`config.mk`:
```
export PLATFORM = sky130hd
export DESIGN_NAME = shift_ser
export DESIGN_NICKNAME = d
export VERILOG_FILES = /design/src/rtl/ser_link_pkg.sv /design/src/rtl/word_buf.sv /design/src/rtl/shift_ser.sv
export SDC_FILE = /design/constraint.sdc
export NUM_CORES = 1
export LEC_CHECK = 0
export BUFFER_PORTS_ARGS = -buffer_cell sky130_fd_sc_hd__buf_2
export CELL_PAD_IN_SITES_DETAIL_PLACEMENT = 0
export CELL_PAD_IN_SITES_GLOBAL_PLACEMENT = 2
export CORE_ASPECT_RATIO = 2
export CORE_MARGIN = 2
export CORE_UTILIZATION = 35
export CTS_CLUSTER_DIAMETER = 100
export DETAILED_ROUTE_END_ITERATION = 8
export PLACE_DENSITY = 0.83
export SYNTH_ARGS = -nofsm -noshare
export SYNTH_HDL_FRONTEND = slang
export SYNTH_HIERARCHICAL = 1
export SYNTH_SLANG_ARGS = --single-unit
```
`constraint.sdc`:
```
create_clock -name clk -period 3.9 [get_ports clk]
set_input_delay 0.195 -clock clk [delete_from_list [all_inputs] [get_ports clk]]
set_output_delay 0.195 -clock clk [all_outputs]
set_load 0.01 [all_outputs]
```
`src/rtl/ser_link_pkg.sv`:
```
// Shared definitions for the bit-serial data link (transmitter and receiver).
// Holds the default word width, the FSM state type and the counter-width helper.
package ser_link_pkg;

  localparam int unsigned NDataDefault = 128;

  typedef enum logic [0:0] {
    StIdle,
    StShift
  } state_e;

  // The counter holds values 0..n, so it needs one more code than n.
  function automatic int unsigned cnt_width(input int unsigned n);
    return $clog2(n + 1);
  endfunction

endpackage

```
`src/rtl/word_buf.sv`:
```
// One-entry valid/ready holding register.
// A drain and a write never happen in the same cycle because ready is low while full.
module word_buf
  import ser_link_pkg::*;
#(
  parameter int unsigned Width = NDataDefault
) (
  input  logic             clk_i,
  input  logic             rst_ni,
  input  logic [Width-1:0] wr_data_i,
  input  logic             wr_valid_i,
  output logic             wr_ready_o,
  input  logic             drain_i,
  output logic [Width-1:0] data_o,
  output logic             full_o
);

  logic [Width-1:0] data_q, data_d;
  logic             full_q, full_d;

  always_ff @(posedge clk_i or negedge rst_ni) begin
    if (!rst_ni) begin
      data_q <= '0;
      full_q <= 1'b0;
    end else begin
      data_q <= data_d;
      full_q <= full_d;
    end
  end

  always_comb begin
    data_d = data_q;
    full_d = full_q;
    if (drain_i) begin
      full_d = 1'b0;
    end else if (wr_valid_i && !full_q) begin
      data_d = wr_data_i;
      full_d = 1'b1;
    end
  end

  assign wr_ready_o = !full_q;
  assign data_o     = data_q;
  assign full_o     = full_q;

endmodule

```
`src/rtl/shift_ser.sv`:
```
// Parallel-in, serial-out transmitter: buffers one word and shifts it out MSB-first,
// one bit per active-low ena strobe, reloading back-to-back with no idle bit.
module shift_ser
  import ser_link_pkg::*;
#(
  parameter int unsigned NDATA = NDataDefault
) (
  input  logic             clk,
  input  logic             rst,
  input  logic [NDATA-1:0] din,
  input  logic             din_valid,
  output logic             din_ready,
  input  logic             ena,
  output logic             dout,
  output logic             dout_valid,
  output logic             frame_start,
  output logic             frame_done
);

  localparam int unsigned NCNT = cnt_width(NDATA);

  state_e           state_q, state_d;
  logic [NDATA-1:0] sreg_q, sreg_d;
  logic [NCNT-1:0]  cnt_q, cnt_d;
  logic             fs_q, fs_d;
  logic             fd_q, fd_d;
  logic [NDATA-1:0] buf_data;
  logic             buf_full;
  logic             drain;

  word_buf #(
    .Width(NDATA)
  ) u_word_buf (
    .clk_i     (clk),
    .rst_ni    (rst),
    .wr_data_i (din),
    .wr_valid_i(din_valid),
    .wr_ready_o(din_ready),
    .drain_i   (drain),
    .data_o    (buf_data),
    .full_o    (buf_full)
  );

  always_ff @(posedge clk or negedge rst) begin
    if (!rst) begin
      state_q <= StIdle;
      sreg_q  <= '0;
      cnt_q   <= '0;
      fs_q    <= 1'b0;
      fd_q    <= 1'b0;
    end else begin
      state_q <= state_d;
      sreg_q  <= sreg_d;
      cnt_q   <= cnt_d;
      fs_q    <= fs_d;
      fd_q    <= fd_d;
    end
  end

  always_comb begin
    state_d = state_q;
    sreg_d  = sreg_q;
    cnt_d   = cnt_q;
    drain   = 1'b0;
    fs_d    = 1'b0;
    fd_d    = 1'b0;
    unique case (state_q)
      StIdle: begin
        if (buf_full) begin
          sreg_d  = buf_data;
          cnt_d   = NCNT'(NDATA);
          drain   = 1'b1;
          fs_d    = 1'b1;
          state_d = StShift;
        end
      end
      StShift: begin
        if (!ena) begin
          if (cnt_q > NCNT'(1)) begin
            sreg_d = {sreg_q[NDATA-2:0], 1'b0};
            cnt_d  = cnt_q - NCNT'(1);
          end else begin
            // Last bit consumed: chain straight into the buffered word if present.
            fd_d = 1'b1;
            if (buf_full) begin
              sreg_d = buf_data;
              cnt_d  = NCNT'(NDATA);
              drain  = 1'b1;
              fs_d   = 1'b1;
            end else begin
              sreg_d  = '0;
              cnt_d   = '0;
              state_d = StIdle;
            end
          end
        end
      end
      default: state_d = StIdle;
    endcase
  end

  always_comb begin
    dout_valid  = (state_q == StShift);
    dout        = (state_q == StShift) ? sreg_q[NDATA-1] : 1'b0;
    frame_start = fs_q;
    frame_done  = fd_q;
  end

endmodule

```
======== Yosys cells after proc, flatten, opt, wreduce, memory -nomap -nowiden ========
Index checks and enable logic that the tools add are counted.
Widths: inputs -> output; s select.
word-level totals
  bits in registers ....................... 268
  latch bits .............................. 0
  bits in writable memories ............... 0
  memory bits (read-only) ................. 0
  input bits .............................. 132
  memories kept ........................... 0
cells by class
  add/subtract/negate cells ............... 1
  multipliers ............................. 0
  div/mod/pow operators ................... 0
  $lt $le $gt $ge ......................... 1
  eq/ne operators ......................... 2
  shifts and indexed selects .............. 0
  mux-type cells .......................... 23
  bitwise operators ....................... 2
  reductions and logical operators ........ 5
operator list
  cell                 number
  $mux 128             4
  $pmux 128 s2         1
  $mux 8               4
  $pmux 8 s2           1
  $mux 1               11
  $gt 8x1->1 const B   1
  $sub 8x1->8 const B  1
  $pmux 1 s2           2
  $reduce_and 2->1     2
  $ne 2x1->1 const B   1
  $ne 2x2->1 const B   1
  $not 1->1            2
  $reduce_bool 2->1    1
  $logic_and 1x1->1    1
  $logic_not 1->1      1

======== Logic depth before layout (Yosys ltp) ========
Gate-level depths: netlist of the first run.
  word-level depth ........................ 6
  mapped depth ............................ 10
  depth with buffers taken out ............ 8

======== Hierarchy ========
The synthesis of the first run kept the hierarchy.
modules (own cells, without submodules)
  module     times used  cells each  area an instance (sq um)  seq. area each (sq um)
  shift_ser  1           931         7,507.2                   3,478.3
  word_buf   1           275         4,854.7                   3,228.1

======== Worst setup path before layout of the first run ========
Ideal clock, no wire load.
  kind .................................... register -> register
  start ................................... register cnt_q[0]
  end ..................................... register u_word_buf.data_q[102] (netlist: u_word_buf/data_o[102])
  setup time .............................. 0.125 ns
  data arrival time ....................... 2.287 ns
  required time ........................... 3.775 ns
  slack ................................... 1.489 ns
  stages on the path, launching flop included .. 11
  cell sequence ........................... dfrtp_1 > inv_1 > ha_1 > or2_2 > nand3_2 > o21ai_1 > and2_1 > nor3b_2 > buf_4 > buf_8 > mux2_2
on the way
  longest elaborated chain between the ends .. 6
RTL lines
  element                            line             text
  start: declaration                 shift_ser.sv:24  logic [NCNT-1:0] cnt_q, cnt_d;
  start signal: assignment           shift_ser.sv:54  cnt_q <= cnt_d;
  $gt 8x1->1                         shift_ser.sv:79  if (cnt_q > NCNT'(1)) begin
  $mux 1                             shift_ser.sv:79
  $mux 1                             shift_ser.sv:78  if (!ena) begin
  $pmux 1 s2                         shift_ser.sv:67  unique case (state_q)
  via drain                          shift_ser.sv:29  logic drain;
  $not 1->1 (no source line)         n/a
  $reduce_and 2->1 (no source line)  n/a
  end signal: assignment             word_buf.sv:26   data_q <= data_d;
  end: declaration                   word_buf.sv:18   logic [Width-1:0] data_q, data_d;
The timed path passes the listed nets, and every way through them passes these cells.
A chain may end at the register's enable or synchronous reset.

======== Worst setup path in the final report of the first run ========
  start ................................... register state_q (netlist: dout_valid)
  end ..................................... output dout_valid
RTL lines
  element                   line             text
  start: declaration        shift_ser.sv:22  state_e state_q, state_d;
  start signal: assignment  shift_ser.sv:46  state_q <= StIdle;
  start signal: assignment  shift_ser.sv:52  state_q <= state_d;
  end: declaration          shift_ser.sv:15  output logic dout_valid,
No word-level cell between the ends.

==> metrics.md, run 1 <==
| Metric | Value |
|---|---|
| Maximum VDD drop | `0.000434 V` |
| Post-synth top cells | `dfrtp_1 (268), nand3_1 (255), nor2_1 (136)` |
| Crit-path max FO | `82` |
| Cell Rows | `97` |
| Vias per Instance | `5.43` |
| Cell with the most instances after synthesis | `dfrtp_1` |
| Setup TNS | `0 ns` |
| Largest area contributor in the synthesized netlist | `dfrtp_1` |
| Crit path required time | `3.70 ns` |
| Largest net degree at the start of global routing | `136` |
| Reg-to-Reg Start | `cnt_q[0]` |
| Slack of the worst reg-to-reg path | `1.17 ns` |
| Iter 0 DRT Violations | `760` |
| Post-synth EDFFs | `0` |
| Synth top area cells | `dfrtp_1 (54%), mux2_2 (12%), nand3_1 (10%)` |
| # DRC | `0` |
| Met3 Use GR | `2.05%` |
| Worst skew pair latency | `0.56 ns` |
| Slowest stage delay, CP | `0.88 ns` |
| Slew HR | `28.8%` |
| Final Instance Count excl. Fillers | `1863` |
| Layout cells sized above 1 | `23.6%` |
| Pleak | `6.58 nW` |
| GR Overflow Total | `0` |
| Minimum clock period | `2.80 ns` |
| Worst-path clk slew | `0.07 ns` |
| Post-Syn Instances | `1206` |
| Die span in x | `137 um` |
| Vias | `10100` |
| Placed Cells | `1685` |
| Syn_nets | `1340` |
| Routed Antenna Nets | `0` |
| H-tree depth | `1` |
| Final Hold Fails | `0` |
| Synthesis Warnings | `6` |
| Postcts setup bufs | `0` |
| Count of buffers from port buffering | `136` |
| Synth top area share | `54.3%` |
| RSZ-0062 raised after global routing | `no` |
| Clk Tree Root Cell | `clkbuf_16` |
| Final Cycle Share | `71.7%` |
| Critical path startpoint category | `flop` |
| Setup violators final | `0` |
| CTS tree | `yes` |
| CP cell instances | `buf_4 > buf_2` |
| Met1 usage | `21.9%` |
| CORE AREA | `0.0350 mm^2` |
| Cell Area, Synth | `0.0124 mm^2` |
| Number of primary I/O pins | `137` |
| Asr flop ratio synth | `100%` |
| TritonCTS Sinks | `268` |
| Pre-CTS setup slack | `1.17 ns` |
| Cells resized by post-CTS repair | `0` |
| Worst reg2reg path depth | `9` |
| Vias in the first global route | `10500` |
| Worst Tran Pin Value | `1.07 ns` |
| Slowest-stage cell, CP | `dfrtp_4` |
| Post-synthesis sequential area ratio | `54.3%` |
| Met2 GRT Util | `33.1%` |
| WL per Instance | `17.9 um` |
| Worst setup margin | `1.10 ns` |
| Post-Syn Area per Cell | `10.3 um^2` |
| Nets@finish | `1532` |
| Final Slew Violations | `0` |
| Die area | `0.0369 mm^2` |
| Drt total wl | `33.4 mm` |
| Critical Path AT | `2.60 ns` |
| Hold_sp | `ena` |
| Synth Flop Type | `dfrtp_1` |
| Gr busiest metal | `met2` |
| Compound-gate portion of the synthesized area | `12.7%` |
| PnR Total Power | `10.7 mW` |
| Cell variety after synth | `42` |
| TritonCTS Buffers | `26` |
| Initial core utilization | `35.4%` |
| Worst hold path endpoint | `cnt_q[2]` |
| First-pass DRT Iterations | `5` |
| Min Hold Slack | `0.0485 ns` |
| Simple-Gate Fraction of Synth Area | `15.7%` |
| Status | `complete, no violations` |
| First-pass GRT wire length | `54.7 mm` |
| Die Y | `270 um` |
| Worst flop-to-flop path endpoint | `u_word_buf/data_o[71]` |
| Initial antenna violation count | `0` |
| WS Path Type | `flop to output port` |
| Filler cells | `3323` |
| Hold Crit Depth | `4` |
| Clk buf depth | `3` |
| Portion of netlist area occupied by mux cells | `11.7%` |
| CP Capture Type | `output port` |
| Clock skew after layout | `0.0242 ns` |
| MaxCap Viol Count | `0` |
| Power Dens Cells | `690 mW/mm^2` |
| Final weighted congestion in routability-driven placement | `0.730` |
| Hold crit path type | `primary input to flop` |
| Largest family of logic cells by synthesized area | `simple AND/OR/NAND/NOR gates` |
| Final HPWL DP | `18.8 mm` |
| Synth Area in Adders | `0.202%` |
| FMAX | `357 MHz` |
| Xor/xnor share of the synthesized area | `0%` |
| Area Overhead vs Synth | `25.1%` |
| Flops & latches, synth | `268` |
| Total global-route track usage | `18.2%` |
[layer usage]
metal  routed length (um)  part of all wire [%]  vias up
met5                    0                     0        -
met4                  877                   2.6        0
met3                 1200                   3.6       44
met2                17800                    53      225
met1                13500                    40     5077
li1                     -                     -     4761
[where the power goes]
group          internal (mW)  total [mW]  switching (mW)
Combinational           1.47        2.84            1.36
Sequential              4.01        5.01            1.00
Clock                   1.71        2.83            1.12
Total                   7.19        10.7            3.48
[registers in the layout, indices dropped and copies added, names as in the netlist]
| name | cells |
|---|---|
| cnt_q | 8 |
| frame_done | 1 |
| u_word_buf/full_o | 1 |
| sreg_q | 128 |
| dout_valid | 1 |
| frame_start | 1 |
| u_word_buf/data_o | 128 |
[through the flow]
step                      utilization, %  cell area, um^2
after global placement              37.7            13200
after CTS                           44.2            15500
after global routing                44.2            15500
final                               44.2            15500
after detailed placement            37.7            13200
after floorplan                        -            12400
[cells in the final DEF (no fill, tap or decap), types with 7 or more instances in the layout]
master	n
nand3_1	255
mux2_2	128
buf_12	7
dfrtp_1	266
a31oi_1	131
nor2_1	136
clkbuf_8	10
o21ai_0	127
clkbuf_16	27
dlygate4sd3_1	130
buf_4	7
buf_2	135
[area by class of cell]
class                           instances  area [um^2]  share of cell area, %
Multi-Input combinational cell        817         5020                   32.5
Timing Repair Buffer                  280         2180                   14.1
Clock buffer                           38          817                   5.28
Antenna cell                            1         2.50                 0.0162
Tap cell                              445          557                   3.60
Inverter                                5         18.8                  0.121
Clock inverter                          9          148                  0.955
Sequential cell                       268         6710                   43.4
[worst max-delay path, delay by kind of cell (launching register included)]
family                 cells  cell delay, ns
DFF                        1            0.88
buffers and inverters      2            1.13
[cells by family after synthesis]
| kind of cell | Yosys count |
|---|---|
| AND/OR/NAND/NOR | 414 |
| AO/OA/AOI/OAI | 273 |
| flip-flops | 268 |
| multiplexers | 128 |
| buffers and inverters | 121 |
| adder cells (fa/ha/maj) | 2 |
[what timing repair did]
item / CTS / global route
endpoints found under the hold margin: 220 / 0
setup endpoints to repair: 0 / 0
hold buffers: 130 / 0
[worst max-delay path by stage]
stage | start | end | slack [ns]
5_1_grt | cnt_q[0] | u_word_buf/data_o[14] | 0.97
6_report | dout_valid | dout_valid | 1.10
3_5_place_dp | cnt_q[0] | u_word_buf/data_o[4] | 1.17
4_1_cts | dout_valid | dout_valid | 1.07
3_3_place_gp | cnt_q[0] | u_word_buf/data_o[101] | 1.22
2_1_floorplan | cnt_q[0] | u_word_buf/data_o[102] | 1.49
Note: power is estimated with default switching activity, not from simulation.
==> inputs of run 2 (changes only) <==
- CORE_UTILIZATION: 35 -> 34
- PLACE_DENSITY: 0.83 -> 0.84
- clock period: 3.9 -> 2.45 ns (I/O delays scaled with it)
==> metrics.md, run 2 (synthesis results as in run 1) <==
| Metric | Value |
|---|---|
| Slowest stage delay, CP | `0.39 ns (-0.49 ns)` |
| Status | `complete, no violations` |
| Crit-path max FO | `7 (-91%)` |
| Logic pwr share | `30.1% (+3.5 points)` |
| Worst flop-to-flop path endpoint | `u_word_buf/data_o[82]` |
| WL per Instance | `19.0 um (+6.2%)` |
| CP cell instances | `inv_1 > ha_2 > or2_4 > nand3_4 > o21ai_1 > and2_4 > nor3b_4 > buf_6 > buf_12 > clkbuf_16 > mux2_2` |
| Crit path max-delay family | `simple AND/OR/NAND/NOR gates` |
| Cell Area, Placed | `0.0135 mm^2 (+2.2%)` |
| Die area | `0.0380 mm^2 (+2.9%)` |
| Minimum clock period | `2.38 ns` |
| Count of buffers from port buffering | `136 (unchanged)` |
| Final Cycle Share | `97.2%` |
| Design internal power | `11.6 mW (+61%)` |
| Nets@finish | `1579 (+3.1%)` |
| Slack of the worst reg-to-reg path | `0.07 ns (-1.10 ns)` |
| # diodes | `0 (-1)` |
| H-tree depth | `1 (unchanged)` |
| Setup violators final | `0 (unchanged)` |
| Vias in the first global route | `10700 (+2.3%)` |
| Slew HR | `30.0% (+1.2 points)` |
| Maximum VDD drop | `0.000626 V (+44%)` |
| Reg-to-Reg Start | `cnt_q[0]` |
| Vias | `10500 (+3.6%)` |
| Hold Crit Depth | `4 (unchanged)` |
| CORE AREA | `0.0358 mm^2 (+2.4%)` |
| Post-route cell area | `0.0161 mm^2 (+4.0%)` |
| Die span in x | `139 um (+1.4%)` |
| MaxCap Viol Count | `0 (unchanged)` |
| TritonCTS Sinks | `268 (unchanged)` |
| Pleak | `6.86 nW (+4.3%)` |
| Commonest cells after routing, fill and taps aside | `dfrtp_1 (266), nand3_1 (255), nor2_1 (136)` |
| Worst-path clk slew | `0.07 ns (about the same)` |
| Drt total wl | `36.4 mm (+9.0%)` |
| First-pass DRT Iterations | `4 (-1)` |
| Worst skew pair latency | `0.54 ns (-0.02 ns)` |
| WP buf/inv | `4 (+2)` |
| Commonest non-fill, non-tap cell in the layout | `dfrtp_1` |
| Layout cells sized above 1 | `25.9% (+2.3 points)` |
| Hold_sp | `ena` |
| Critical Path AT | `2.81 ns (+0.21 ns)` |
| # DRC | `0 (unchanged)` |
| TritonCTS Buffers | `26 (unchanged)` |
| Cell Rows | `98 (+1.0%)` |
| Clock skew after layout | `0.0112 ns (-0.0129 ns)` |
| Initial antenna violation count | `1 (+1)` |
| Clock share of power | `24.6% (-1.9 points)` |
| Crit path required time | `2.88 ns (-0.82 ns)` |
| Die Y | `274 um (+1.4%)` |
| Slowest-stage cell, CP | `dfrtp_1` |
| Final Slew Violations | `0 (unchanged)` |
| Worst hold path endpoint | `cnt_q[2]` |
| FMAX | `420 MHz` |
| Largest net degree at the start of global routing | `91 (-33%)` |
| CTS tree | `yes` |
| Vias per Instance | `5.48 (+0.94%)` |
| Final weighted congestion in routability-driven placement | `0.770 (+5.5%)` |
| Switch Pwr | `5.69 mW (+63%)` |
| Sw Share | `33.0% (+0.38 points)` |
| CP Capture Type | `flop` |
| Final Util | `44.9% (+0.70 points)` |
| Power Dens Cells | `1070 mW/mm^2 (+55%)` |
| Critical path startpoint category | `flop` |
| Clk buf depth | `3 (unchanged)` |
| Hold crit path type | `primary input to flop` |
| Final HPWL DP | `20.4 mm (+8.6%)` |
| Worst Tran Pin Value | `1.05 ns (-0.0177 ns)` |
| Routed Antenna Nets | `0 (unchanged)` |
| Final Hold Fails | `0 (unchanged)` |
| First-pass GRT wire length | `57.2 mm (+4.6%)` |
| Iter 0 DRT Violations | `717 (-5.7%)` |
| Initial core utilization | `34.5% (-0.84 points)` |
| Clk Tree Root Cell | `clkbuf_16` |
| Number of primary I/O pins | `137 (unchanged)` |
| Total global-route track usage | `18.1% (-0.082 points)` |
| Area Overhead vs Synth | `30.1%` |
| WS Path Type | `flop to flop` |
| Seq pwr share | `45.3% (-1.6 points)` |
| Worst reg2reg path depth | `11 (+2)` |
| GR Overflow Total | `0 (unchanged)` |
==> run 2: cell types whose count changed in the layout (fill, tap and decap cells not counted), sizes merged <==
| cell | previous run | this run |
|---|---|---|
| clkinv | 4 | 2 |
| diode | 1 | 0 |
| inv | 5 | 6 |
| buf | 150 | 187 |
| clkbuf | 38 | 46 |
| bufinv | 4 | 3 |
| clkinvlp | 1 | 3 |
==> run 2: power groups by stage <==
| stage | Clock (mW) | Sequential, mW | Combinational, mW |
|---|---|---|---|
| after detailed placement | 0 | 7.89 | 4.75 |
| after global routing | 4.50 | 8.09 | 5.76 |
| after CTS | 4.33 | 7.82 | 4.93 |
| after global placement | 0 | 7.82 | 4.62 |
| final | 4.24 | 7.81 | 5.19 |
| after floorplan | 0 | 7.33 | 3.75 |
==> run 2: worst max path at each step <==
stage / to / depth (start not counted) / slack, ns / from
finish: u_word_buf/data_o[82] / 11 / 0.07 / cnt_q[0]
global route: u_word_buf/data_o[78] / 11 / -0.02 / cnt_q[0]
CTS: u_word_buf/data_o[53] / 10 / -0.02 / cnt_q[0]
detailed placement: u_word_buf/data_o[53] / 10 / 0.01 / cnt_q[0]
global placement: u_word_buf/data_o[52] / 10 / 0.03 / cnt_q[0]
floorplan: u_word_buf/data_o[102] / 10 / 0.04 / cnt_q[0]
==> run 2: tightest hold or removal path, stage by stage <==
cell and delay [ns]:
buf_2 0.20, nor2_1 0.06, nand4_1 0.09, nand2_1 0.05
==> run 2: final cells by class <==
type | instances | area, um^2
Clock inverter | 9 | 131
Tap cell | 450 | 563
Fill cell | 3402 | 19700
Multi-Input combinational cell | 817 | 5030
Timing Repair Buffer | 327 | 2880
Sequential cell | 268 | 6710
Inverter | 5 | 18.8
Clock buffer | 36 | 749
==> run 2: through the flow <==
stage	total power, mW	hold slack (ns)	setup slack, ns	std cells	setup TNS (ns)
4_1_cts	17.1	0.00340	-0.0158	1893	-0.129
3_3_place_gp	12.4	0.165	0.0348	1718	0
3_5_place_dp	12.6	0.160	0.0121	1718	0
6_report	17.2	0.0221	0.0677	1912	0
2_1_floorplan	11.1	-0.173	0.0385	1206	0
5_1_grt	18.4	0.0461	-0.0237	1912	-0.415
==> run 2: repair_timing <==
item                                    in CTS  in global routing
endpoints found under the setup margin      22                130
setup buffers                                0                  4
resized for setup                            0                 22
endpoints found under the hold margin      206                  0
pin swaps                                    0                  1
gates cloned                                 0                 15
hold buffers                               130                  0
==> run 2: routing by layer <==
layer  up-vias  global-route usage (%)  routed length (um)
met2       251                    31.9               18700
li1       4849                       -                   -
met5         -                       0                   7
met3        68                    1.92                1190
met4         2                    8.53                1560
met1      5300                    22.2               15000
==> inputs of run 3 (changes only) <==
- clock period: 2.45 -> 1.9 ns (I/O delays scaled with it)
==> metrics.md, run 3 (synthesis results as in run 1) <==
| Metric | Value |
|---|---|
| Switch Pwr | `8.10 mW (+42%)` |
| Critical path startpoint category | `flop` |
| FMAX | `413 MHz (-1.5%)` |
| Worst reg2reg path depth | `11 (unchanged)` |
| MaxCap Viol Count | `0 (unchanged)` |
| Vias | `10800 (+2.9%)` |
| Largest net degree at the start of global routing | `131 (+44%)` |
| Worst skew pair latency | `0.55 ns (about the same)` |
| Clock skew after layout | `0.0175 ns (+0.00624 ns)` |
| Vias in the first global route | `10600 (-1.2%)` |
| Minimum clock period | `2.42 ns (+0.0366 ns)` |
| Worst setup margin | `-0.519 ns (-0.587 ns)` |
| Count of buffers from port buffering | `136 (unchanged)` |
| H-tree depth | `1 (unchanged)` |
| CORE AREA | `0.0358 mm^2 (unchanged)` |
| Final Util | `48.0% (+3.1 points)` |
| Worst Tran Pin Value | `0.593 ns (-0.458 ns)` |
| WS Path Type | `flop to flop` |
| Power Dens Cells | `1400 mW/mm^2 (+31%)` |
| WL per Instance | `20.7 um (+8.6%)` |
| Vias per Instance | `5.54 (+1.2%)` |
| Maximum VDD drop | `0.000985 V (+57%)` |
| Setup TNS | `-59.98 ns (-59.98 ns)` |
| Slowest-stage cell, CP | `dfrtp_1` |
| Crit path required time | `2.33 ns (-0.55 ns)` |
| Clock share of power | `22.6% (-2.0 points)` |
| Filler cells | `3287 (-3.4%)` |
| PnR Total Power | `24.1 mW (+40%)` |
| Slowest stage delay, CP | `0.41 ns (+0.02 ns)` |
| Cell Rows | `98 (unchanged)` |
| Area Overhead vs Synth | `39.0%` |
| TritonCTS Sinks | `268 (unchanged)` |
| Commonest cells after routing, fill and taps aside | `dfrtp_1 (266), nand3_1 (234), nor2_1 (136)` |
| Final HPWL DP | `20.9 mm (+2.3%)` |
| Final Hold Fails | `0 (unchanged)` |
| Clk buf depth | `3 (unchanged)` |
| Initial antenna violation count | `1 (unchanged)` |
| Hold crit path type | `primary input to asynchronous set/reset pin` |
| Seq pwr share | `42.6% (-2.7 points)` |
| Die Y | `274 um (unchanged)` |
| Total global-route track usage | `18.5% (+0.42 points)` |
| TritonCTS Buffers | `27 (+3.8%)` |
| Clk Tree Root Cell | `clkbuf_16` |
| CP cell instances | `inv_1 > ha_2 > or2_4 > nand3_4 > o21ai_2 > and2_4 > nor3b_4 > buf_6 > buf_12 > clkbuf_16 > mux2_2` |
| Slew HR | `60.5% (+31 points)` |
| Status | `complete, but fails checks` |
| Worst flop-to-flop path endpoint | `u_word_buf/data_o[53]` |
| Drt total wl | `40.2 mm (+10%)` |
| Design internal power | `16.0 mW (+38%)` |
| First-pass DRT Iterations | `5 (+1)` |
| Pleak | `7.44 nW (+8.5%)` |
| Die area | `0.0380 mm^2 (unchanged)` |
| Final Slew Violations | `0 (unchanged)` |
| # DRC | `0 (unchanged)` |
| Sw Share | `33.7% (+0.66 points)` |
| Commonest non-fill, non-tap cell in the layout | `dfrtp_1` |
| Final Cycle Share | `127% (+30 points)` |
| Final weighted congestion in routability-driven placement | `0.788 (+2.3%)` |
| Failing checks | `negative setup slack` |
| Initial core utilization | `34.5% (unchanged)` |
| GR Overflow Total | `0 (unchanged)` |
| Critical path startpoint | `cnt_q[0]` |
| Die span in x | `139 um (unchanged)` |
| Nets@finish | `1607 (+1.8%)` |
| Min Hold Slack | `0.0343 ns (+0.0122 ns)` |
| Logic pwr share | `34.8% (+4.7 points)` |
| Routed Antenna Nets | `0 (unchanged)` |
| Setup violators final | `188 (+188)` |
| Number of primary I/O pins | `137 (unchanged)` |
| Reg-to-Reg Start | `cnt_q[0]` |
| Slack of the worst reg-to-reg path | `-0.52 ns (-0.59 ns)` |
| Layout cells sized above 1 | `29.2% (+3.2 points)` |
| First-pass GRT wire length | `57.8 mm (+1.1%)` |
| Crit-path max FO | `8 (+1)` |
| RSZ-0062 raised after global routing | `yes` |
| CTS tree | `yes` |
| Iter 0 DRT Violations | `880 (+23%)` |
| Critical Path AT | `2.85 ns (+0.04 ns)` |
| Worst-path clk slew | `0.07 ns (about the same)` |
| CP Capture Type | `flop` |
-- run 3: routing by layer --
layer | up-vias | global-route usage, % | part of all wire [%] | wire length (um)
met5 | - | 0 | 0 | 0
met4 | 0 | 6.94 | 3.6 | 1450
met3 | 77 | 1.78 | 4.5 | 1790
met2 | 347 | 32.4 | 52 | 20900
met1 | 5429 | 23.8 | 40 | 16000
li1 | 4917 | - | - | -
-- run 3: metrics by stage --
stage	worst slack (ns)	cells	instance area [um^2]
2_1_floorplan	-0.317	1206	12500
3_5_place_dp	-0.455	1731	13800
6_report	-0.519	1943	17200
5_1_grt	-0.615	1943	17200
4_1_cts	-0.451	1915	16200
3_3_place_gp	-0.414	1731	13800
-- run 3: worst max-delay path by stage --
stage | end | slack [ns]
global route | u_word_buf/data_o[56] | -0.62
detailed placement | u_word_buf/data_o[102] | -0.45
floorplan | u_word_buf/data_o[100] | -0.32
CTS | u_word_buf/data_o[43] | -0.45
finish | u_word_buf/data_o[53] | -0.52
global placement | u_word_buf/data_o[39] | -0.41
-- run 3: worst max-delay path: cells and delay by family, from the launching register on --
kind	cells	cell delay, ns
AND/OR/NAND/NOR	4	0.72
buffers and inverters	4	0.58
AO/OA/AOI/OAI	1	0.07
multiplexers	1	0.33
flip-flops	1	0.41
adder cells (fa/ha/maj)	1	0.17
-- run 3: power groups by stage --
stage	clock (mW)	sequential, mW	combinational (mW)
after floorplan	0	9.46	4.99
after global placement	0	10.2	6.30
after detailed placement	0	10.3	6.49
after CTS	5.57	10.2	6.97
after global routing	5.77	10.6	9.11
final	5.44	10.3	8.39
-- run 3: what timing repair did --
item | in CTS | in global routing
buffers inserted | 3 | 7
hold buffers | 131 | 0
gates cloned | 2 | 23
gates resized for setup | 28 | 112
pin swaps | 2 | 29
endpoints found under the hold margin | 398 | 0
endpoints found under the setup margin | 180 | 265
-- run 3: final cells by class --
cell class | count | area (um^2) | area share (%)
Sequential cell | 268 | 6710 | 39.1
Multi-Input combinational cell | 817 | 5490 | 31.9
Timing Repair Buffer | 354 | 3500 | 20.4
Clock buffer | 37 | 783 | 4.56
Tap cell | 450 | 563 | 3.28
Clock inverter | 11 | 108 | 0.626
Inverter | 5 | 18.8 | 0.109
Antenna cell | 1 | 2.50 | 0.0146
